<file path="src/rtl/quotient_bcd_conv_pkg.sv">
// Shared constants and FSM encoding for the quotient-to-BCD converter.
package qbcd_pkg;

  localparam int unsigned QBCD_WIDTH  = 16;
  localparam int unsigned QBCD_DIGITS = 5;
  localparam logic [3:0]  QBCD_BLANK  = 4'hF;

  typedef enum logic [1:0] {
    IDLE  = 2'd0,
    SHIFT = 2'd1,
    DONE  = 2'd2
  } qbcd_state_e;

endpackage

</file>
<file path="src/rtl/quotient_bcd_conv_if.sv">
// Divider-to-converter link: quotient and ready level in, BCD result and status out.
interface quotient_bcd_conv_if;
  import qbcd_pkg::*;

  logic                         start;
  logic [QBCD_WIDTH-1:0]        bin_in;
  logic                         busy;
  logic                         done;
  logic [4*QBCD_DIGITS-1:0]     bcd_out;

  modport master (output start, bin_in, input busy, done, bcd_out);
  modport slave  (input start, bin_in, output busy, done, bcd_out);

endinterface

</file>
<file path="src/rtl/quotient_bcd_conv_bcd_digit_adj.sv">
// Double-dabble digit correction: add 3 to a BCD digit of 5 or more, no carry out.
module bcd_digit_adj (
  input  logic [3:0] in,
  output logic [3:0] out
);

  always_comb begin
    out = (in >= 4'd5) ? in + 4'd3 : in;
  end

endmodule

</file>
<file path="src/rtl/quotient_bcd_conv.sv">
// Sequential binary-to-BCD converter, one bit per clock, triggered on the rising edge of start.
// Optional: define QBCD_BLANK_EN to replace leading zero digits with the display blank code.
module quotient_bcd_conv
  import qbcd_pkg::*;
#(
  parameter int unsigned WIDTH  = QBCD_WIDTH,
  parameter int unsigned DIGITS = QBCD_DIGITS
) (
  input  logic               clk,
  input  logic               reset,
  quotient_bcd_conv_if.slave bus
);

  localparam int unsigned CW = $clog2(WIDTH);
  localparam logic [CW-1:0] LAST = CW'(WIDTH - 1);

  qbcd_state_e           state;
  logic                  start_d;
  logic [CW-1:0]         count;
  logic [WIDTH-1:0]      bin_sr;
  logic [4*DIGITS-1:0]   scratch;
  logic [4*DIGITS-1:0]   adj;
  logic [4*DIGITS-1:0]   result;
  logic [4*DIGITS-1:0]   bcd_q;
  logic                  busy_q;
  logic                  done_q;

  for (genvar g = 0; g < DIGITS; g++) begin : g_adj
    bcd_digit_adj u_adj (
      .in  (scratch[4*g +: 4]),
      .out (adj[4*g +: 4])
    );
  end

`ifdef QBCD_BLANK_EN
  logic blank_run;
`endif

  always_comb begin
    result = scratch;
`ifdef QBCD_BLANK_EN
    // Walk from the top digit down, blanking zeros until the first non-zero; units always shown.
    blank_run = 1'b1;
    for (int unsigned i = DIGITS - 1; i >= 1; i--) begin
      if (blank_run && (scratch[4*i +: 4] == 4'd0)) begin
        result[4*i +: 4] = QBCD_BLANK;
      end else begin
        blank_run = 1'b0;
      end
    end
`endif
  end

  always_ff @(posedge clk or negedge reset) begin
    if (!reset) begin
      state   <= IDLE;
      start_d <= 1'b0;
      count   <= '0;
      bin_sr  <= '0;
      scratch <= '0;
      bcd_q   <= '0;
      busy_q  <= 1'b0;
      done_q  <= 1'b0;
    end else begin
      start_d <= bus.start;
      done_q  <= 1'b0;
      case (state)
        IDLE: begin
          if (bus.start && !start_d) begin
            bin_sr  <= bus.bin_in;
            scratch <= '0;
            count   <= '0;
            busy_q  <= 1'b1;
            state   <= SHIFT;
          end
        end
        SHIFT: begin
          // Top adjusted bit falls off the end; it cannot be set for a 16-bit input.
          {scratch, bin_sr} <= {adj[4*DIGITS-2:0], bin_sr, 1'b0};
          count <= count + 1'b1;
          if (count == LAST) begin
            busy_q <= 1'b0;
            state  <= DONE;
          end
        end
        DONE: begin
          bcd_q  <= result;
          done_q <= 1'b1;
          state  <= IDLE;
        end
        default: state <= IDLE;
      endcase
    end
  end

  assign bus.busy    = busy_q;
  assign bus.done    = done_q;
  assign bus.bcd_out = bcd_q;

endmodule

</file>
<file path="src/flat_wrapper.sv">
// flat-port wrapper written by rule: the top's interface ports become plain ports
module quotient_bcd_conv_flat import qbcd_pkg::*;
#(
  parameter int unsigned WIDTH  = QBCD_WIDTH,
  parameter int unsigned DIGITS = QBCD_DIGITS
)
  (clk, reset, bus_start, bus_bin_in, bus_busy, bus_done, bus_bcd_out);
  quotient_bcd_conv_if bus_i ();
  input  logic clk;
  input  logic reset;
  input wire logic [$bits(bus_i.start)-1:0] bus_start;
  input wire logic [$bits(bus_i.bin_in)-1:0] bus_bin_in;
  output wire logic [$bits(bus_i.busy)-1:0] bus_busy;
  output wire logic [$bits(bus_i.done)-1:0] bus_done;
  output wire logic [$bits(bus_i.bcd_out)-1:0] bus_bcd_out;
  assign bus_i.start = bus_start;
  assign bus_i.bin_in = bus_bin_in;
  assign bus_busy = bus_i.busy;
  assign bus_done = bus_i.done;
  assign bus_bcd_out = bus_i.bcd_out;
  quotient_bcd_conv #(.WIDTH(WIDTH), .DIGITS(DIGITS)) u_core (.clk(clk), .reset(reset), .bus(bus_i));
endmodule
</file>
<file path="config.mk">
export PLATFORM = sky130hd
export DESIGN_NAME = quotient_bcd_conv_flat
export DESIGN_NICKNAME = d
export VERILOG_FILES = /design/src/rtl/quotient_bcd_conv_pkg.sv /design/src/rtl/quotient_bcd_conv_if.sv /design/src/rtl/quotient_bcd_conv_bcd_digit_adj.sv /design/src/rtl/quotient_bcd_conv.sv /design/src/flat_wrapper.sv
export SDC_FILE = /design/constraint.sdc
export NUM_CORES = 1
export LEC_CHECK = 0
export CORE_ASPECT_RATIO = 1.5
export CORE_MARGIN = 8
export CORE_UTILIZATION = 49
export CTS_CLUSTER_DIAMETER = 150
export CTS_CLUSTER_SIZE = 10
export DETAILED_ROUTE_END_ITERATION = 6
export PLACE_DENSITY = 0.75
export SYNTH_ARGS = -nofsm -noshare
export SYNTH_HDL_FRONTEND = slang
export SYNTH_SLANG_ARGS = --single-unit
</file>
<file path="constraint.sdc">
create_clock -name clk -period 1.3 [get_ports clk]
set_input_delay 0.13 -clock clk [delete_from_list [all_inputs] [get_ports clk]]
set_output_delay 0.13 -clock clk [all_outputs]
set_load 0.1 [all_outputs]
</file>
==> results of run 1 <==
power breakdown:
part           internal (W)  switching (W)  leakage (nW)  total, W
clock              0.000934       0.000730        0.0974   0.00166
sequential          0.00272       0.000720         0.843   0.00345
combinational       0.00274        0.00299          1.07   0.00573
total               0.00640        0.00444          2.01    0.0108
metal layers:
| metal | vias up | GRT usage (%) |
|---|---|---|
| met5 | - | 0 |
| met4 | 0 | 7.83 |
| met3 | 19 | 4.55 |
| met2 | 65 | 25.4 |
| met1 | 1146 | 16.3 |
| li1 | 1102 | - |
worst max-delay path: cells and delay by family, from the launching register on:
| kind | cells | cell delay, ns |
|---|---|---|
| flops | 1 | 0.44 |
| compound gates | 2 | 0.29 |
| fa+ha+maj | 1 | 0.20 |
| xor+xnor | 1 | 0.17 |
| simple gates | 1 | 0.14 |
how the worst max path moves through the flow:
stage | slack [ns] | cells past startpoint | endpoint | start
2_1_floorplan | 0.03 | 6 | u_core.result[17] | u_core.result[16]
6_report | -0.05 | 5 | u_core.result[9] | u_core.result[8]
3_3_place_gp | -0.21 | 6 | u_core.result[6] | bus_start
5_1_grt | -0.1 | 6 | u_core.result[1] | u_core.result[1]
3_5_place_dp | -0.28 | 6 | u_core.result[10] | bus_start
4_1_cts | -0.008 | 5 | u_core.result[1] | u_core.result[0]
final cells by class:
type / instances / area [um2] / share of cell area (%)
sequential: 65 / 1630 / 37.1
multi-input combinational: 186 / 1440 / 32.8
timing repair buffer: 80 / 1000 / 22.8
clock buffer: 13 / 149 / 3.39
tap: 72 / 90.1 / 2.05
inverter: 11 / 41.3 / 0.940
clock inverter: 3 / 40.0 / 0.912
through the flow:
| stage | area (um2) | worst slack (ns) | power, W | setup TNS, ns |
|---|---|---|---|---|
| floorplan | 2960 | 0.0350 | 0.00615 | 0 |
| global placement | 3860 | -0.209 | 0.00774 | -5.72 |
| detailed placement | 3860 | -0.284 | 0.00797 | -8.06 |
| CTS | 4130 | -0.00839 | 0.00985 | -0.0164 |
| global route | 4390 | -0.0975 | 0.0115 | -1.07 |
| finish | 4390 | -0.0547 | 0.0108 | -0.125 |
state kept, by name, summed over array words and instances, names as in the netlist:
| register | count |
|---|---|
| u_core.bus.done | 1 |
| u_core.count | 4 |
| u_core.start_d | 1 |
| u_core.state | 2 |
| u_core.bin_sr | 16 |
| u_core.result | 20 |
| u_core.bus.bcd_out | 20 |
| u_core.bus.busy | 1 |
kinds of logic (layout without fill, tap and decap cells):
family,Yosys count,in the layout,share of synthesized area (%)
XOR/XNOR,9,9,2.68
flip-flops,65,65,55.3
buffers and inverters,24,107,4.00
multiplexers,25,25,8.93
adder cells (fa/ha/maj),11,11,4.68
AND/OR/NAND/NOR,77,77,11.6
AO/OA/AOI/OAI,64,64,12.8
synthesized netlist by cell type, types with 5 or more instances:
cell type and count:
dfrtp_1 65, nand2_1 46, o21ai_0 26, o21ai_1 18, mux2i_1 15, ha_1 11, inv_1 11, nand3_1 11
mux2_2 10, buf_2 7, nand2b_1 7, a21oi_1 5, nor3_1 5, xnor2_1 5
timing repair:
item	in CTS	in global routing
pin swaps	7	19
hold endpoints to repair	65	0
resized for setup	10	48
setup buffers	5	7
hold buffers	1	0
cloned	0	0
setup endpoints to repair	12	45
cell usage in the layout, fill, tap and decap left out, drive strengths merged, types with 2 or more instances in the layout:
cell / synthesis / layout
mux2: 10 / 10
xor2: 4 / 4
dfrtp: 65 / 65
buf: 10 / 62
a21oi: 5 / 5
o21ai: 44 / 44
nand2: 46 / 46
nor3: 5 / 5
nand2b: 7 / 7
xnor2: 5 / 5
o311ai: 5 / 5
clkbuf: 3 / 13
ha: 11 / 11
nand3: 11 / 11
mux2i: 15 / 15
o31ai: 4 / 4
nor2: 4 / 4
clkinv: 0 / 2
inv: 11 / 11
clkdlybuf4s50: 0 / 17
a22o: 3 / 3
==> qor.csv, run 1 <==
stage,metric,value,unit
min_path,hold_path_class,primary input to register,
timing,setup_slack,-0.0547,ns
logic_synthesis,synth_enable_flop_cells,0,
pwr,cellPowerDensity,2470,nW/um2
setup_path,criticalPathCategory,register to register,
floorplan,chipHeight,111,um
cells_and_area,syn_to_final_growth,49.3,%
min_path,worstHoldStart,bus_start,
global_routing,grt_max_degree,66,
global_routing,globalRouteOverflowTotal,0,
routing,top_layer,met4,
cells_and_area,layout-drive-gt1-share,35.5,%
cells_and_area,antenna_cells,0,
clock_tree,cts_inserted_buffers,9,
min_path,hold_depth,1,
setup_path,worst_path_largest_cell_delay,0.44,ns
setup_path,setup.worst_path.start_class,register,
cells_and_area,final_util,75.9,%
routing,drc,0,
placement,gp_congestion,0.786,
logic_synthesis,yosys_warnings,0,
setup_path,arrival,1.57,ns
routing,wl_per_cell,16.0,um
timing,fmax,0.738,GHz
placement,detailed_place_hpwl,4220,um
routing,via_per_inst,5.42,
timing,timing.final.hold_violations,0,
min_path,hold_path_end,u_core.start_d,
clock_tree,cts_tree,built,
setup_path,crit_slowest_cell,dfrtp_1,
timing,min_period,1.35,ns
setup_path,cp.required,1.52,ns
global_routing,antenna_found_initial,0,
logic_synthesis,yosysUniqueCellTypes,30,
setup_path,crit_path_end_kind,register,
routing,finalWirelength,6900,um
timing,rsz0062_at_grt,true,
pwr,vdd.ir_drop.worst,1580,uV
logic_synthesis,syn_nets,305,
logic_synthesis,synth_area_per_cell,10.7,um2
clock_tree,ctsRootBufferMaster,clkbuf_8,
routing,vias,2332,
cells_and_area,fin_cells,430,
logic_synthesis,ys.flop_type,dfrtp_1,
setup_path,cp_max_fo,4,
logic_synthesis,synth_seq_cells,65,
setup_path,cp_cell_sequence,ha_2 > nand2b_4 > a21oi_4 > xnor2_1 > o21ai_1,
timing,fin_skew,0.00746,ns
timing,finalCritPeriodShare,104,%
routing,drtAntennaViolNets,0,
routing,drt_iter0_markers,128,
timing,maxSlewViolCount,0,
routing,firstDrtPassIters,4,
global_routing,grt_use_total,15.1,%
cells_and_area,n_fill_cell,361,
outcome,violations,setup timing,
setup_path,rr_endpoint,u_core.result[9],
setup_path,rrSetupSlack,-0.05,ns
clock_tree,clk_pin_slew,0.06,ns
logic_synthesis,yosysSeqAreaShare,55.3,%
floorplan,dieArea,8790,um2
routing,met1_length,2610,um
setup_path,regToRegStartpoint,u_core.result[8],
clock_tree,htree_levels,3,
floorplan,fp-row-count,34,
logic_synthesis,synth_cells,275,
pwr,p_leak,2.01,nW
floorplan,start_util,50.8,%
logic_synthesis,synthTopCellsByArea,"dfrtp_1 (55%), nand2_1 (5.9%), mux2i_1 (5.1%)",
floorplan,coreArea,5790,um2
clock_tree,clock_latency,0.34,ns
floorplan,die_x,79.3,um
timing,hold_slack,0.276,ns
logic_synthesis,synth_top_area_share,55.3,%
logic_synthesis,synth-async-reset-ratio,100,%
timing,tightestPinTransition,0.349,ns
floorplan,io_pins,41,
placement,numPortBuffers,40,
logic_synthesis,syn_area,2940,um2
cells_and_area,final_nets,383,
timing,slew_headroom,76.8,%
routing,met3_length,326,um
placement,dpl.cell_count,401,
global_routing,grt_pass1_wl,10800,um
clock_tree,clockBufferDepth,2,
timing,final-setup-viol-count,6,
routing,wl_met2,3760,um
flow_run,cap_viol_max_count,0,
logic_synthesis,yosysTopAreaCell,dfrtp_1,
global_routing,grt_pass1_vias,2464,
clock_tree,clock-sinks,65,
setup_path,reg2reg_depth,5,
outcome,status,"finished, violations left",
Power figures use the tool's default switching activity.
==> inputs of run 2 (changes only) <==
Settings changed: GPL_TIMING_DRIVEN set to 0.
==> qor.csv, run 2 (same netlist as run 1, synthesis figures left out) <==
stage,metric,value,unit
outcome,status,"finished, violations left",
outcome,violations,setup timing,
global_routing,grt_use_total,16.0,%
cells_and_area,layout-drive-gt1-share,36.2,%
global_routing,grt_max_degree,66,
pwr,cellPowerDensity,2540,nW/um2
pwr,internal_power,0.00578,W
cells_and_area,multi_input_area,1470,um2
clock_tree,clockBufferDepth,2,
timing,fmax,0.765,GHz
routing,vias,2342,
clock_tree,cts_tree,built,
clock_tree,clock_latency,0.34,ns
timing,maxSlewViolCount,0,
global_routing,grt_pass1_wl,11200,um
cells_and_area,final_nets,382,
timing,timing.final.hold_violations,0,
global_routing,antenna_found_initial,0,
floorplan,dieArea,8790,um2
setup_path,cp_max_fo,4,
setup_path,criticalPathCategory,register to register,
placement,gp_congestion,0.852,
pwr,switching_share,42.7,%
routing,drc,0,
floorplan,chipHeight,111,um
setup_path,cp.required,1.52,ns
routing,drtAntennaViolNets,0,
routing,firstDrtPassIters,4,
timing,final-setup-viol-count,5,
pwr,vdd.ir_drop.worst,1190,uV
pwr,p_leak,1.89,nW
placement,numPortBuffers,40,
cells_and_area,fin_cells,426,
global_routing,grt_pass1_vias,2451,
setup_path,arrival,1.52,ns
timing,min_period,1.31,ns
global_routing,globalRouteOverflowTotal,0,
setup_path,crit_path_end_kind,register,
clock_tree,htree_levels,3,
floorplan,coreArea,5790,um2
timing,slew_headroom,44.5,%
routing,drt_iter0_markers,127,
cells_and_area,antenna_cells,0,
clock_tree,ctsRootBufferMaster,clkbuf_8,
cells_and_area,final_util,68.6,%
clock_tree,cts_inserted_buffers,9,
pwr,switchingPower,0.00430,W
routing,via_per_inst,5.50,
clock_tree,clk_pin_slew,0.06,ns
pwr,power_frac_clock,14.0,%
pwr,power_frac_comb,52.5,%
floorplan,die_x,79.3,um
flow_run,cap_viol_max_count,0,
cells_and_area,final-seq-area,1630,um2
clock_tree,clock-sinks,65,
cells_and_area,final_common_cell,dfrtp_1,
min_path,hold_path_class,primary input to register,
floorplan,start_util,50.8,%
timing,rsz0062_at_grt,true,
cells_and_area,layout_common_cells,"dfrtp_1 (61), nand2_1 (46), buf_4 (27), o21ai_1 (26), buf_2 (25)",
routing,finalWirelength,6960,um
timing,fin_skew,0.00646,ns
cells_and_area,n_fill_cell,456,
placement,dpl.cell_count,387,
placement,detailed_place_hpwl,4210,um
cells_and_area,syn_to_final_growth,34.9,%
pwr,p_seq_share,33.6,%
timing,tightestPinTransition,0.832,ns
routing,wl_per_cell,16.3,um
floorplan,fp-row-count,34,
floorplan,io_pins,41,
setup_path,setup.worst_path.start_class,register,
timing,hold_slack,0.258,ns
timing,finalCritPeriodShare,101,%
timing,setup_slack,-0.00763,ns
[run 2: worst max-delay path, stage by stage (launching register included)]
cell and delay, ns:
dfrtp_2 0.46, ha_4 0.18, nand2b_4 0.14, a21oi_4 0.21, xnor2_2 0.13, o21ai_1 0.08
[run 2: repair_timing]
| action | CTS | global route |
|---|---|---|
| gates resized for setup | 144 | 43 |
| buffers inserted | 16 | 9 |
| hold buffers | 1 | 0 |
| endpoints found under the hold margin | 65 | 0 |
| pin swaps | 13 | 13 |
| endpoints found under the setup margin | 60 | 45 |
[run 2: through the flow]
step                      instance area (um2)  TNS (ns)  total power (W)  setup WS (ns)
final                                    3970   -0.0182           0.0101       -0.00763
after global routing                     3970     -1.15           0.0107        -0.0751
after global placement                   3450   -146.59          0.00699          -2.02
after detailed placement                 3440    -15.99          0.00711         -0.330
after CTS                                3720   -0.0514          0.00916        -0.0278
after floorplan                          2960         0          0.00615         0.0350
[run 2: metal layers]
metal | vias up | part of all wire (%) | GRT usage, %
met5 | - | 0 | 0
met3 | 19 | 4.9 | 5.11
li1 | 1096 | - | -
met4 | 0 | 2.9 | 8.94
met1 | 1163 | 39 | 17.2
met2 | 64 | 53 | 26.4
[run 2: path summary, 6_finish.rpt]
path                                  startpoint                     end  slack (ns)  cells after the start
setup / recovery                u_core.result[0]        u_core.result[1]      -0.008                      5
hold / removal                         bus_start          u_core.start_d        0.26                      1
setup reg to reg                u_core.result[0]        u_core.result[1]      -0.008                      5
hold reg to reg            u_core.bus.bcd_out[0]   u_core.bus.bcd_out[0]        0.48                      2
max in group asynchronous                  reset        u_core.result[0]        0.26                      2
min in group asynchronous                  reset  u_core.bus.bcd_out[13]        0.42                      2
[run 2: area by class of cell]
cell class	instances	area share, %
plain buffers	13	2.55
clock buffers	12	3.66
clock inverters	1	0.126
inverters	11	1.10
multi-input cells	186	36.9
flip-flops and latches	65	41.1
well taps	72	2.27
repair buffers	66	12.2
[run 2: power by group through the flow]
stage | clock (W) | sequential, W | combinational [W]
after detailed placement | 0 | 0.00331 | 0.00380
after global routing | 0.00151 | 0.00347 | 0.00576
after CTS | 0.00143 | 0.00329 | 0.00444
after floorplan | 0 | 0.00394 | 0.00221
after global placement | 0 | 0.00328 | 0.00370
final | 0.00141 | 0.00338 | 0.00529
